File: src/rtl/cpu_mem_loader.sv
// Host-side loader: streams words into CPU instruction/data memories, runs the CPU, dumps data memory.
// Optional LOADER_CHECKSUM_EN adds a mod-2^32 sum of all accepted input beats on port checksum.
module cpu_mem_loader #(
  parameter int CNT_W  = 16,
  parameter int RD_LAT = 1
) (
  input  logic             clk,
  input  logic             arst_n,
  input  logic             start,
  input  logic [CNT_W-1:0] imem_words,
  input  logic [CNT_W-1:0] dmem_words,
  input  logic [CNT_W-1:0] run_cycles,
  input  logic [CNT_W-1:0] dump_words,
  input  logic             in_valid,
  output logic             in_ready,
  input  logic [31:0]      in_data,
  output logic             out_valid,
  input  logic             out_ready,
  output logic [31:0]      out_data,
  output logic             out_last,
  output logic             busy,
  output logic             done,
  output logic             cpu_enable,
  output logic [63:0]      addr_ext,
  output logic             wen_ext,
  output logic [31:0]      wdata_ext,
  output logic [63:0]      addr_ext_2,
  output logic             wen_ext_2,
  output logic             ren_ext_2,
  output logic [63:0]      wdata_ext_2,
  input  logic [63:0]      rdata_ext_2
`ifdef LOADER_CHECKSUM_EN
  ,
  output logic [31:0]      checksum
`endif
);

  localparam int AW   = CNT_W + 3;
  localparam int WT_W = (RD_LAT > 1) ? $clog2(RD_LAT) : 1;

  typedef enum logic [3:0] {
    S_IDLE, S_LOAD_I, S_LOAD_DL, S_LOAD_DH, S_RUN,
    S_DUMP_RD, S_DUMP_WT, S_DUMP_LO, S_DUMP_HI
  } state_e;

  state_e           state_q;
  logic [CNT_W-1:0] dmem_n_q, run_n_q, dump_n_q, cnt_q;
  logic [AW-1:0]    iaddr_q, daddr_q;
  logic [31:0]      low_q;
  logic [63:0]      hold_q;
  logic [WT_W-1:0]  wt_q;
  logic             done_q;

  state_e after_i, after_d, after_r;

  // Phases with a zero count are skipped, so the successor of each phase is the next non-empty one.
  always_comb begin
    after_r = (dump_n_q != '0) ? S_DUMP_RD : S_IDLE;
    after_d = (run_n_q  != '0) ? S_RUN     : after_r;
    after_i = (dmem_n_q != '0) ? S_LOAD_DL : after_d;
  end

  function automatic logic [CNT_W-1:0] phase_cnt(input state_e s, input logic [CNT_W-1:0] dm,
                                                 input logic [CNT_W-1:0] rn, input logic [CNT_W-1:0] dp);
    case (s)
      S_LOAD_DL: return dm;
      S_RUN:     return rn;
      S_DUMP_RD: return dp;
      default:   return '0;
    endcase
  endfunction

  always_ff @(posedge clk) begin
    if (!arst_n) begin
      state_q  <= S_IDLE;
      dmem_n_q <= '0;
      run_n_q  <= '0;
      dump_n_q <= '0;
      cnt_q    <= '0;
      iaddr_q  <= '0;
      daddr_q  <= '0;
      low_q    <= '0;
      hold_q   <= '0;
      wt_q     <= '0;
      done_q   <= 1'b0;
    end else begin
      done_q <= 1'b0;
      case (state_q)
        S_IDLE: if (start) begin
          dmem_n_q <= dmem_words;
          run_n_q  <= run_cycles;
          dump_n_q <= dump_words;
          cnt_q    <= imem_words;
          iaddr_q  <= '0;
          daddr_q  <= '0;
          state_q  <= S_LOAD_I;
        end
        S_LOAD_I: begin
          if (cnt_q == '0 || (in_valid && cnt_q == CNT_W'(1))) begin
            state_q <= after_i;
            cnt_q   <= phase_cnt(after_i, dmem_n_q, run_n_q, dump_n_q);
            done_q  <= (after_i == S_IDLE);
          end else if (in_valid) begin
            cnt_q <= cnt_q - CNT_W'(1);
          end
          if (in_valid && cnt_q != '0) iaddr_q <= iaddr_q + AW'(4);
        end
        S_LOAD_DL: if (in_valid) begin
          low_q   <= in_data;
          state_q <= S_LOAD_DH;
        end
        S_LOAD_DH: if (in_valid) begin
          if (cnt_q == CNT_W'(1)) begin
            state_q <= after_d;
            cnt_q   <= phase_cnt(after_d, dmem_n_q, run_n_q, dump_n_q);
            done_q  <= (after_d == S_IDLE);
            daddr_q <= '0;
          end else begin
            state_q <= S_LOAD_DL;
            cnt_q   <= cnt_q - CNT_W'(1);
            daddr_q <= daddr_q + AW'(8);
          end
        end
        S_RUN: begin
          if (cnt_q == CNT_W'(1)) begin
            state_q <= after_r;
            cnt_q   <= phase_cnt(after_r, dmem_n_q, run_n_q, dump_n_q);
            done_q  <= (after_r == S_IDLE);
          end else begin
            cnt_q <= cnt_q - CNT_W'(1);
          end
        end
        S_DUMP_RD: begin
          state_q <= S_DUMP_WT;
          wt_q    <= WT_W'(RD_LAT - 1);
        end
        S_DUMP_WT: begin
          if (wt_q == '0) begin
            hold_q  <= rdata_ext_2;
            state_q <= S_DUMP_LO;
          end else begin
            wt_q <= wt_q - WT_W'(1);
          end
        end
        S_DUMP_LO: if (out_ready) state_q <= S_DUMP_HI;
        S_DUMP_HI: if (out_ready) begin
          if (cnt_q == CNT_W'(1)) begin
            state_q <= S_IDLE;
            done_q  <= 1'b1;
          end else begin
            state_q <= S_DUMP_RD;
            cnt_q   <= cnt_q - CNT_W'(1);
            daddr_q <= daddr_q + AW'(8);
          end
        end
        default: state_q <= S_IDLE;
      endcase
    end
  end

  // Write strobes follow the handshake combinationally so each beat lands in its own cycle.
  assign in_ready    = (state_q == S_LOAD_I && cnt_q != '0) || state_q == S_LOAD_DL || state_q == S_LOAD_DH;
  assign wen_ext     = (state_q == S_LOAD_I) && (cnt_q != '0) && in_valid;
  assign wdata_ext   = wen_ext ? in_data : '0;
  assign addr_ext    = 64'(iaddr_q);
  assign wen_ext_2   = (state_q == S_LOAD_DH) && in_valid;
  assign wdata_ext_2 = wen_ext_2 ? {in_data, low_q} : '0;
  assign ren_ext_2   = (state_q == S_DUMP_RD);
  assign addr_ext_2  = 64'(daddr_q);
  assign cpu_enable  = (state_q == S_RUN);
  assign busy        = (state_q != S_IDLE);
  assign done        = done_q;
  assign out_valid   = (state_q == S_DUMP_LO) || (state_q == S_DUMP_HI);
  assign out_data    = (state_q == S_DUMP_LO) ? hold_q[31:0] :
                       (state_q == S_DUMP_HI) ? hold_q[63:32] : '0;
  assign out_last    = (state_q == S_DUMP_HI) && (cnt_q == CNT_W'(1));

`ifdef LOADER_CHECKSUM_EN
  logic [31:0] csum_q;
  always_ff @(posedge clk) begin
    if (!arst_n)                        csum_q <= '0;
    else if (state_q == S_IDLE && start) csum_q <= '0;
    else if (in_valid && in_ready)      csum_q <= csum_q + in_data;
  end
  assign checksum = csum_q;
`endif

endmodule

File: config.mk
export PLATFORM = sky130hd
export DESIGN_NAME = cpu_mem_loader
export DESIGN_NICKNAME = d
export VERILOG_FILES = /design/src/rtl/cpu_mem_loader.sv
export SDC_FILE = /design/constraint.sdc
export NUM_CORES = 1
export LEC_CHECK = 0
export BUFFER_PORTS_ARGS = -buffer_cell sky130_fd_sc_hd__buf_4
export CAP_MARGIN = 20
export CORE_AREA = 2 2 169 171
export DETAILED_ROUTE_END_ITERATION = 6
export DIE_AREA = 0 0 171 173
export PLACE_DENSITY = 0.66
export SYNTH_ARGS = -nofsm -noshare
export SYNTH_HDL_FRONTEND = slang
export SYNTH_SLANG_ARGS = --single-unit
File: constraint.sdc
create_clock -name clk -period 2.7 [get_ports clk]
set_clock_uncertainty 0.2 [all_clocks]
set_input_delay 0.135 -clock clk [delete_from_list [all_inputs] [get_ports clk]]
set_output_delay 0.135 -clock clk [all_outputs]
set_load 0.01 [all_outputs]
==> impl_metrics.yaml <==
status:
  status: "completed"
job:
  cap_violations: 0
floorplan:
  die_width_um: 171
  fp-row-count: 61
  fp.dieH_um: 173
  die-area_um2: 29600
  start_util: 0.385
  io-pin-count: 430
  coreArea_um2: 27600
global_routing:
  grt_pass1_wl_mm: 63.3
  grt_usage: 0.270
  grt_overflow_total: 0
  grt_antenna_before_repair: 1
  grt_pass1_vias: 11500
  grt_max_degree: 78
clock_tree:
  cts_buffers: 17
  cts_tree: "built"
  clock_sinks: 198
  insertion_delay_ps: 440
  root_buffer: "clkbuf_16"
  clockBufferDepth: 2
  h-tree-depth: 4
  path_clk_slew_ps: 80
timing:
  clock.fmax_mhz: 381
  hold_viol: 0
  slew_headroom: 0.564
  rsz0062_at_grt: "true"
  min_period_ps: 2630
  worst-slew-pin-transition_ps: 654
  finalSetupTns_ps: 0
  setup_viol: 0
  maxSlewViolCount: 0
  min_period_over_period: 0.972
synth:
  synth_edf_count: 0
  ys_ff_latch: 198
  synth_most_common_cell: "nand2_1"
  ys_seq_area_frac: 0.372
  yosys_warnings: 0
  yosysUniqueCellTypes: 77
  ys.flop_type: "dfxtp_1"
  synth_area_um2: 10700
  syn_avg_cell_area_um2: 7.51
  synthArstFlopShare: 0
  postSynthCellCount: 1419
  yosysTopAreaCell: "dfxtp_1"
  synth.top_cells.by_count: "nand2_1 (322), dfxtp_1 (198), a21oi_1 (187)"
  synth_top_area_frac: 0.372
  synth_area_leaders: "dfxtp_1 (37%), nand2_1 (11%), a21oi_1 (8.8%)"
route:
  route.detailed.drc: 0
  routedWlPerCell_um: 18.0
  vias_per_cell: 5.23
  num_vias: 12100
  wl_mm: 41.5
  first_pass_iters: 5
  drt_iter0_drc: 936
  antenna_left: 0
power_and_ir_drop:
  powerDensity_nw_per_um2: 708
  comb_power_share: 0.441
  p_leak_nw: 6.91
  intPower_mw: 6.77
  pwr-share-clk: 0.237
  ir_drop_v: 0.000412
  seqPwrFrac: 0.322
  power_switching_mw: 4.54
  switching_share: 0.402
setup_path:
  crit_required_ps: 2370
  crit_arrival_ps: 2290
  critPathLaunchType: "register"
  crit_path_max_fanout: 36
  slowest_stage: "dfxtp_1"
  path_class: "reg -> out"
  cp-end-kind: "output port"
  cpPeakStageDelay_ps: 350
  crit_chain: "inv_2, ha_2, nor4b_4, nand4_1, buf_6, and3_1, buf_12, and2_1, buf_4"
layout:
  final_cell_area_um2: 16000
  area_growth_pct: 49.9
  layout.nets: 2090
  layout-drive-gt1-share: 0.259
placed_design:
  dpl_cell_area_um2: 13600
  routabilityCongestion: 0.933
  place.detailed.hpwl_mm: 28.9
  io_buffers: 334
hold_path:
  hp-class: "in -> reg"
==> sequential cells by signal, summed over array words and instances (netlist names) <==
register / count
daddr_q: 16
low_q: 32
run_n_q: 16
state_q: 4
hold_q: 64
cnt_q: 16
dmem_n_q: 16
dump_n_q: 16
done: 1
iaddr_q: 17
==> layer usage <==
metal,track usage,part of all wire,up-vias
met1,0.352,0.42,5646
met3,0.0552,0.075,105
met5,0,0,-
met4,0.123,0.043,0
li1,-,-,5755
met2,0.427,0.47,594
==> area by class of cell <==
cell class,instances,area [µm²]
inverters,13,51.3
clock inverters,14,184
diodes,1,2.50
repair buffers,590,4890
fillers,2496,11700
well taps,378,473
clock buffers,18,429
flip-flops and latches,198,3970
multi-input cells,1100,5970
==> metrics by stage <==
step	util	hold WS, ps	setup slack [ps]	total power [mW]	cells
floorplan	-	71.0	231	6.29	1513
global placement	0.493	182	47.7	8.14	2117
detailed placement	0.493	190	-16.1	8.15	2117
CTS	0.572	1.94	14.9	11.1	2306
global route	0.578	31.6	-14.6	11.9	2312
finish	0.578	5.78	74.8	11.3	2312
==> path summary, 6_finish.rpt <==
kind,from,to,slack (ps),cells after the start
max,cnt_q[1],wdata_ext[2],70,9
max reg2reg,dump_n_q[2],cnt_q[12],80,7
min reg2reg,low_q[20],low_q[20],250,2
min,start,iaddr_q[2],6,4
==> cell usage in the layout, fill, tap and decap left out, types with 34 or more instances in the layout <==
cell,Yosys,final
dlygate4sd3_1,0,156
nand2_1,322,322
buf_4,95,427
a22o_1,34,34
and2_1,37,37
dfxtp_1,198,197
nor2_1,61,61
and3_1,76,76
a21oi_1,187,187
conb_1,1,95
==> critical path, delay by kind of cell (launching register included) <==
| kind | cells | cell delay (ps) |
|---|---|---|
| simple gates | 4 | 710 |
| buf+inv | 4 | 580 |
| flops | 1 | 350 |
| fa+ha+maj | 1 | 200 |
==> power groups by stage <==
| stage | Combinational (mW) | Clock, mW | Sequential [mW] |
|---|---|---|---|
| after floorplan | 2.74 | 0 | 3.55 |
| after global placement | 4.50 | 0 | 3.64 |
| after detailed placement | 4.49 | 0 | 3.66 |
| after CTS | 4.73 | 2.73 | 3.59 |
| after global routing | 5.38 | 2.84 | 3.68 |
| final | 4.99 | 2.68 | 3.64 |
==> kinds of logic (layout without fill, tap and decap cells) <==
family	after synthesis	in the layout	share of synthesized area
buf+inv	215	635	0.112
compound gates	330	330	0.191
xor+xnor	31	31	0.0255
simple gates	636	636	0.290
other cells	1	96	0.000352
flops	198	198	0.372
mux	3	3	0.00282
fa+ha+maj	5	5	0.00587
==> repair_timing <==
action                                  4_1_cts  5_1_grt
hold endpoints to repair                    157        0
hold buffers                                156        0
pin swaps                                     1        6
gates resized for setup                       6       22
endpoints found under the setup margin       39       57
setup buffers                                 1        5
Note: power is estimated with default switching activity, not from simulation.
